[src/rtl/mips_pipe_pkg.sv]
// Shared pipeline definitions: hazard FSM state encodings, zero-register constant,
// the ID/EX control bundle driven by the hazard block, and the load-use test.
package mips_pipe_pkg;

    localparam logic [1:0] ST_RUN     = 2'd0;
    localparam logic [1:0] ST_LDSTALL = 2'd1;
    localparam logic [1:0] ST_MDBUSY  = 2'd2;
    localparam logic [1:0] ST_FLUSH   = 2'd3;

    localparam logic [4:0] REG_ZERO = 5'd0;

    typedef struct packed {
        logic pc_write;
        logic ifid_write;
        logic idex_bubble;
        logic ifid_flush;
    } hz_ctrl_t;

    localparam hz_ctrl_t CTRL_PASS   = '{1'b1, 1'b1, 1'b0, 1'b0};
    localparam hz_ctrl_t CTRL_STALL  = '{1'b0, 1'b0, 1'b1, 1'b0};
    localparam hz_ctrl_t CTRL_BRANCH = '{1'b1, 1'b1, 1'b1, 1'b1};

    // A load targeting $0 never creates a dependency since $0 is hardwired.
    function automatic logic load_use_hit(input logic       memread,
                                          input logic [4:0] dest,
                                          input logic [4:0] rs,
                                          input logic [4:0] rt,
                                          input logic       uses_rt);
        return memread && (dest != REG_ZERO) &&
               ((dest == rs) || (uses_rt && (dest == rt)));
    endfunction

endpackage

[src/rtl/md_busy_cnt.sv]
// 4-bit mult/div occupancy counter: load, non-underflowing decrement, clear, zero flag.
module md_busy_cnt
    import mips_pipe_pkg::*;
(
    input  logic       clk,
    input  logic       rst,
    input  logic       clr,
    input  logic       load,
    input  logic       dec,
    input  logic [3:0] load_val,
    output logic       zero
);

    logic [3:0] cnt_r;

    // Counter register; clear wins over load, load over decrement, and 0 is sticky.
    always_ff @(posedge clk) begin
        if (rst || clr) begin
            cnt_r <= 4'd0;
        end else if (load) begin
            cnt_r <= load_val;
        end else if (dec && (cnt_r != 4'd0)) begin
            cnt_r <= cnt_r - 4'd1;
        end else begin
            cnt_r <= cnt_r;
        end
    end

    assign zero = (cnt_r == 4'd0);

endmodule

[src/rtl/hazard_ctrl.sv]
// MIPS pipeline hazard controller: load-use stall, mult/div busy stall, taken-branch flush.
// Optional build macro HAZARD_PERF_CNT_EN adds the 32-bit stall_cycles counter output.
module hazard_ctrl
    import mips_pipe_pkg::*;
#(
    parameter int unsigned MD_LAT = 4
) (
    input  logic        clk,
    input  logic        rst,
    input  logic [4:0]  id_rs,
    input  logic [4:0]  id_rt,
    input  logic        id_uses_rt,
    input  logic [4:0]  ex_dest,
    input  logic        ex_memread,
    input  logic        id_muldiv,
    input  logic        ex_branch_taken,
    output logic        pc_write,
    output logic        ifid_write,
    output logic        idex_bubble,
    output logic        ifid_flush,
    output logic        md_busy
`ifdef HAZARD_PERF_CNT_EN
    ,
    output logic [31:0] stall_cycles
`endif
);

    localparam logic [3:0] MD_LOAD = 4'(MD_LAT - 1);

    logic [1:0] state_r;
    logic [1:0] state_nxt_s;
    logic       load_use_s;
    logic       cnt_load_s;
    logic       cnt_dec_s;
    logic       cnt_clr_s;
    logic       cnt_zero_s;
    hz_ctrl_t   ctrl_s;

    assign load_use_s = load_use_hit(ex_memread, ex_dest, id_rs, id_rt, id_uses_rt);

    // Next-state and counter control; a taken branch preempts every state.
    always_comb begin
        state_nxt_s = state_r;
        cnt_load_s  = 1'b0;
        cnt_dec_s   = 1'b0;
        cnt_clr_s   = 1'b0;
        if (ex_branch_taken) begin
            state_nxt_s = ST_FLUSH;
            cnt_clr_s   = 1'b1;
        end else begin
            case (state_r)
                ST_RUN: begin
                    if (load_use_s) begin
                        state_nxt_s = ST_LDSTALL;
                    end else if (id_muldiv) begin
                        state_nxt_s = ST_MDBUSY;
                        cnt_load_s  = 1'b1;
                    end else begin
                        state_nxt_s = ST_RUN;
                    end
                end
                ST_LDSTALL: state_nxt_s = ST_RUN;
                ST_MDBUSY: begin
                    if (cnt_zero_s) begin
                        state_nxt_s = ST_RUN;
                    end else begin
                        state_nxt_s = ST_MDBUSY;
                        cnt_dec_s   = 1'b1;
                    end
                end
                ST_FLUSH:   state_nxt_s = ST_RUN;
                default:    state_nxt_s = ST_RUN;
            endcase
        end
    end

    // Pipeline control decode; reset forces pass values even over a branch.
    always_comb begin
        ctrl_s = CTRL_PASS;
        if (rst) begin
            ctrl_s = CTRL_PASS;
        end else if (ex_branch_taken) begin
            ctrl_s = CTRL_BRANCH;
        end else if (((state_r == ST_RUN) && load_use_s) || (state_r == ST_MDBUSY)) begin
            ctrl_s = CTRL_STALL;
        end else begin
            ctrl_s = CTRL_PASS;
        end
    end

    // FSM state register.
    always_ff @(posedge clk) begin
        if (rst) begin
            state_r <= ST_RUN;
        end else begin
            state_r <= state_nxt_s;
        end
    end

    md_busy_cnt u_md_busy_cnt (
        .clk      (clk),
        .rst      (rst),
        .clr      (cnt_clr_s),
        .load     (cnt_load_s),
        .dec      (cnt_dec_s),
        .load_val (MD_LOAD),
        .zero     (cnt_zero_s)
    );

    assign pc_write    = ctrl_s.pc_write;
    assign ifid_write  = ctrl_s.ifid_write;
    assign idex_bubble = ctrl_s.idex_bubble;
    assign ifid_flush  = ctrl_s.ifid_flush;
    assign md_busy     = !rst && (state_r == ST_MDBUSY);

`ifdef HAZARD_PERF_CNT_EN
    logic [31:0] stall_cnt_r;

    // Stall cycle counter, naturally wraps to 0 after 2^32-1.
    always_ff @(posedge clk) begin
        if (rst) begin
            stall_cnt_r <= 32'd0;
        end else if (!ctrl_s.pc_write) begin
            stall_cnt_r <= stall_cnt_r + 32'd1;
        end else begin
            stall_cnt_r <= stall_cnt_r;
        end
    end

    assign stall_cycles = stall_cnt_r;
`endif

endmodule
[config.mk]
export PLATFORM = sky130hd
export DESIGN_NAME = hazard_ctrl
export DESIGN_NICKNAME = d
export VERILOG_FILES = /design/src/rtl/mips_pipe_pkg.sv /design/src/rtl/md_busy_cnt.sv /design/src/rtl/hazard_ctrl.sv
export SDC_FILE = /design/constraint.sdc
export NUM_CORES = 1
export LEC_CHECK = 0
export ABC_AREA = 1
export CORE_MARGIN = 5
export CORE_UTILIZATION = 34
export CTS_BUF_LIST = sky130_fd_sc_hd__clkbuf_8
export CTS_CLUSTER_DIAMETER = 100
export CTS_CLUSTER_SIZE = 12
export DETAILED_ROUTE_END_ITERATION = 7
export PLACE_DENSITY = 0.71
export SLEW_MARGIN = 20
export SYNTH_ARGS = -nofsm -noshare
export SYNTH_HDL_FRONTEND = slang
export SYNTH_SLANG_ARGS = --single-unit
[constraint.sdc]
create_clock -name clk -period 1.3 [get_ports clk]
set_input_delay 0.26 -clock clk [delete_from_list [all_inputs] [get_ports clk]]
set_output_delay 0.26 -clock clk [all_outputs]
set_load 0.02 [all_outputs]
==> impl_metrics.tcl <==
set metrics [dict create \
    period_needed_ns 1.413 \
    gp_routability_congestion 0.7022 \
    grt_pass1_wl_um 2622 \
    hpwlAfterDp_um 1243 \
    start_kind "input pin" \
    status "complete, but fails checks" \
    insertion_delay_ns 0.22 \
    powerDensity_mw_per_mm2 700.2 \
    nNetsFinal 165 \
    timing.final.ws_setup_ns -0.1132 \
    rsz0062_at_grt "yes" \
    critPathRequiredTime_ns 1.04 \
    finalPower_uw 771.8 \
    synth_area_leaders "dfxtp_1, nand2_1, inv_1, nor2_1, xor2_1" \
    netlist.area_leader.share_pct 21.33 \
    grt_pass1_vias 644 \
    p_leak_uw 0.0005714 \
    critPathMaxFanout 2 \
    post_layout_nonfiller_instances 157 \
    clk_pin_slew_worst_paths_ns 0.03 \
    drt-total-wl_um 1751 \
    die_w_um 50.70 \
    root_buffer "clkbuf_8" \
    vias_per_cell 4.650 \
    die_area_sq_mm 0.002570 \
    wire_per_inst_um 11.15 \
    via_count 730 \
    final_max_slew_viol_count 0 \
    synth_cells 105 \
    ir_drop_mv 0.4252 \
    diodes 0 \
    antenna_found_initial 0 \
    place_inst 153 \
    timing.hold.ws_ns 0.5335 \
    cts_tree "yes" \
    firstDrtPassIters 2 \
    grt_max_degree 6 \
    netlist.top_cell.by_area "dfxtp_1" \
    netSwitchingPower_uw 229.0 \
    synth.distinct_cells 17 \
    synth_area_sq_um 563.0 \
    synth_edf_count 0 \
    hold_class "input pin to register" \
    htreeDepth 1 \
    sw_frac_of_total_pct 29.66 \
    fmax_mhz 707.6 \
    io_pins 26 \
    yosys_warnings 0 \
    end_kind "output port" \
    ys_async_sr_fraction_pct 0 \
    avgSynthCellArea_sq_um 5.362 \
    area_delta_synth_final_pct 95.78 \
    post-route-drc-count 0 \
    cap_violations 0 \
    synth_commonest_cells "nand2_1, inv_1, nor2_1, dfxtp_1, nand3_1" \
    syn_nets 127 \
    yosysSeqAreaShare_pct 21.33 \
    path_class "input pin to output port" \
    combPwrFrac_pct 37.9 \
    sequentialPowerShare_pct 25.9 \
    critPathArrivalTime_ns 1.15 \
    first_iter_violations 5 \
    antenna_left 0 \
    cts_buffer_depth 2 \
    grt.total_usage_pct 13.61 \
    fin_crit_sh_pct 108.7 \
    synthMostInstantiatedCell "nand2_1" \
    violations "negative setup slack" \
    ys_ff_latch 6 \
    core_sq_mm 0.001541 \
    clock_power_share_pct 36.2 \
    die_y_um 50.70 \
    p_int_uw 542.9 \
    drive_gt1_share_pct 53.90 \
    initial_utilization_pct 36.53 \
    portBuffers 25 \
    finalHoldViolations 0 \
    postCtsHoldBufs 0 \
    skew_ns 0.001539 \
    ys.flop_type "dfxtp_1" \
    setup_viol 4 \
    cts_num_sinks 6 \
    overflow 0 \
    placementRows 14 \
    cts_buffers 3 \
    maxSlewHeadroom_pct 77.55 \
    max_slew.worst_pin.slew_ns 0.3368 \
]
[metrics by stage]
stage | worst slack, ns | area, sq um | utilization [%] | setup TNS [ns]
after global routing | -0.2005 | 1102 | 71.51 | -0.6605
after CTS | -0.1491 | 975.9 | 63.31 | -0.4343
after global placement | -1.033 | 890.9 | 57.79 | -6.389
final | -0.1132 | 1102 | 71.51 | -0.3280
after detailed placement | -1.061 | 890.9 | 57.79 | -6.761
after floorplan | -0.08122 | 571.8 | - | -0.08122
[final cells by class]
| cell class | instances | area (sq um) |
|---|---|---|
| multi-input cells | 70 | 460.4 |
| fillers | 119 | 439.2 |
| repair buffers | 34 | 344.1 |
| flip-flops and latches | 6 | 121.4 |
| inverters | 28 | 115.1 |
| clock buffers | 3 | 41.29 |
| well taps | 16 | 20.02 |
[cell usage in the layout, fill, tap and decap left out]
cell             netlist  layout
inv_4                  0       4
clkdlybuf4s50_1        0       1
nand3_1                5       3
nand2_2                3      15
buf_12                 0       1
ha_4                   0       1
o21ai_1                0       1
inv_2                  2       7
nand4_1                2       2
o21ai_0                3       1
dlygate4sd2_1          0       3
nor2_2                 1       5
buf_6                  0      16
clkdlybuf4s15_1        0       1
xor2_1                 3       3
inv_1                 26      17
nand2_4                1       3
clkbuf_8               0       3
buf_4                  1       7
nor2_4                 0       4
dfxtp_1                6       5
xnor2_1                1       1
nand3_4                0       1
dfxtp_2                0       1
nor3_4                 0       1
a21oi_1                4       4
buf_8                  0       2
o21ai_2                0       1
nand3_2                0       1
buf_2                  0       3
nand2_1               31      17
nor2_1                14       6
[flip-flops by register name, summed over array words and instances (netlist names)]
signal               cells
u_md_busy_cnt.cnt_r      4
state_r                  2
[cells by family (layout without fill, tap and decap cells)]
| kind of cell | Yosys count | in the layout | share of synthesized area [%] |
|---|---|---|---|
| AOI/OAI and AO/OA | 7 | 7 | 6.222 |
| xor gates and xnor gates | 4 | 4 | 6.223 |
| adders and majority gates | 1 | 1 | 2.222 |
| buffers and inverters | 29 | 65 | 20.00 |
| DFF | 6 | 6 | 21.33 |
| and+or+nand+nor | 58 | 58 | 44.00 |
[what timing repair did]
| action | in CTS | in global routing |
|---|---|---|
| pin swaps | 30 | 27 |
| setup endpoints to repair | 11 | 8 |
| gates resized for setup | 124 | 36 |
| buffers inserted | 2 | 0 |
| cloned | 0 | 0 |
[layer usage]
metal	vias up	wire, um	GRT usage [%]
li1	381	-	-
met1	332	760	16.67
met2	13	883	21.07
met3	4	66	3.846
met4	0	40	7.660
met5	-	0	0
[critical path, cell delays in order]
cell,delay [ns]
buf_6,0.07
inv_1,0.03
nand2_1,0.07
nand2_2,0.05
nor2_2,0.10
nand3_1,0.09
nand2_2,0.08
nand2_2,0.05
o21ai_2,0.12
nand2_2,0.08
buf_6,0.13
[power by group through the flow]
stage / registers [uW] / clock network [uW] / logic, uW
floorplan: 198 / 0 / 105
global placement: 199 / 0 / 221
detailed placement: 200 / 0 / 225
CTS: 199 / 289 / 244
global route: 200 / 305 / 319
finish: 200 / 279 / 293
[worst paths after layout]
path                                from                      to  slack, ns  cells after the start
setup / recovery                id_rs[0]                pc_write      -0.11                     11
hold / removal                ex_dest[4]              state_r[0]       0.53                      5
setup reg to reg  u_md_busy_cnt.cnt_r[1]  u_md_busy_cnt.cnt_r[2]       0.04                      9
hold reg to reg   u_md_busy_cnt.cnt_r[1]  u_md_busy_cnt.cnt_r[1]       0.57                      2
No activity file was read; power rests on OpenSTA's default activity.
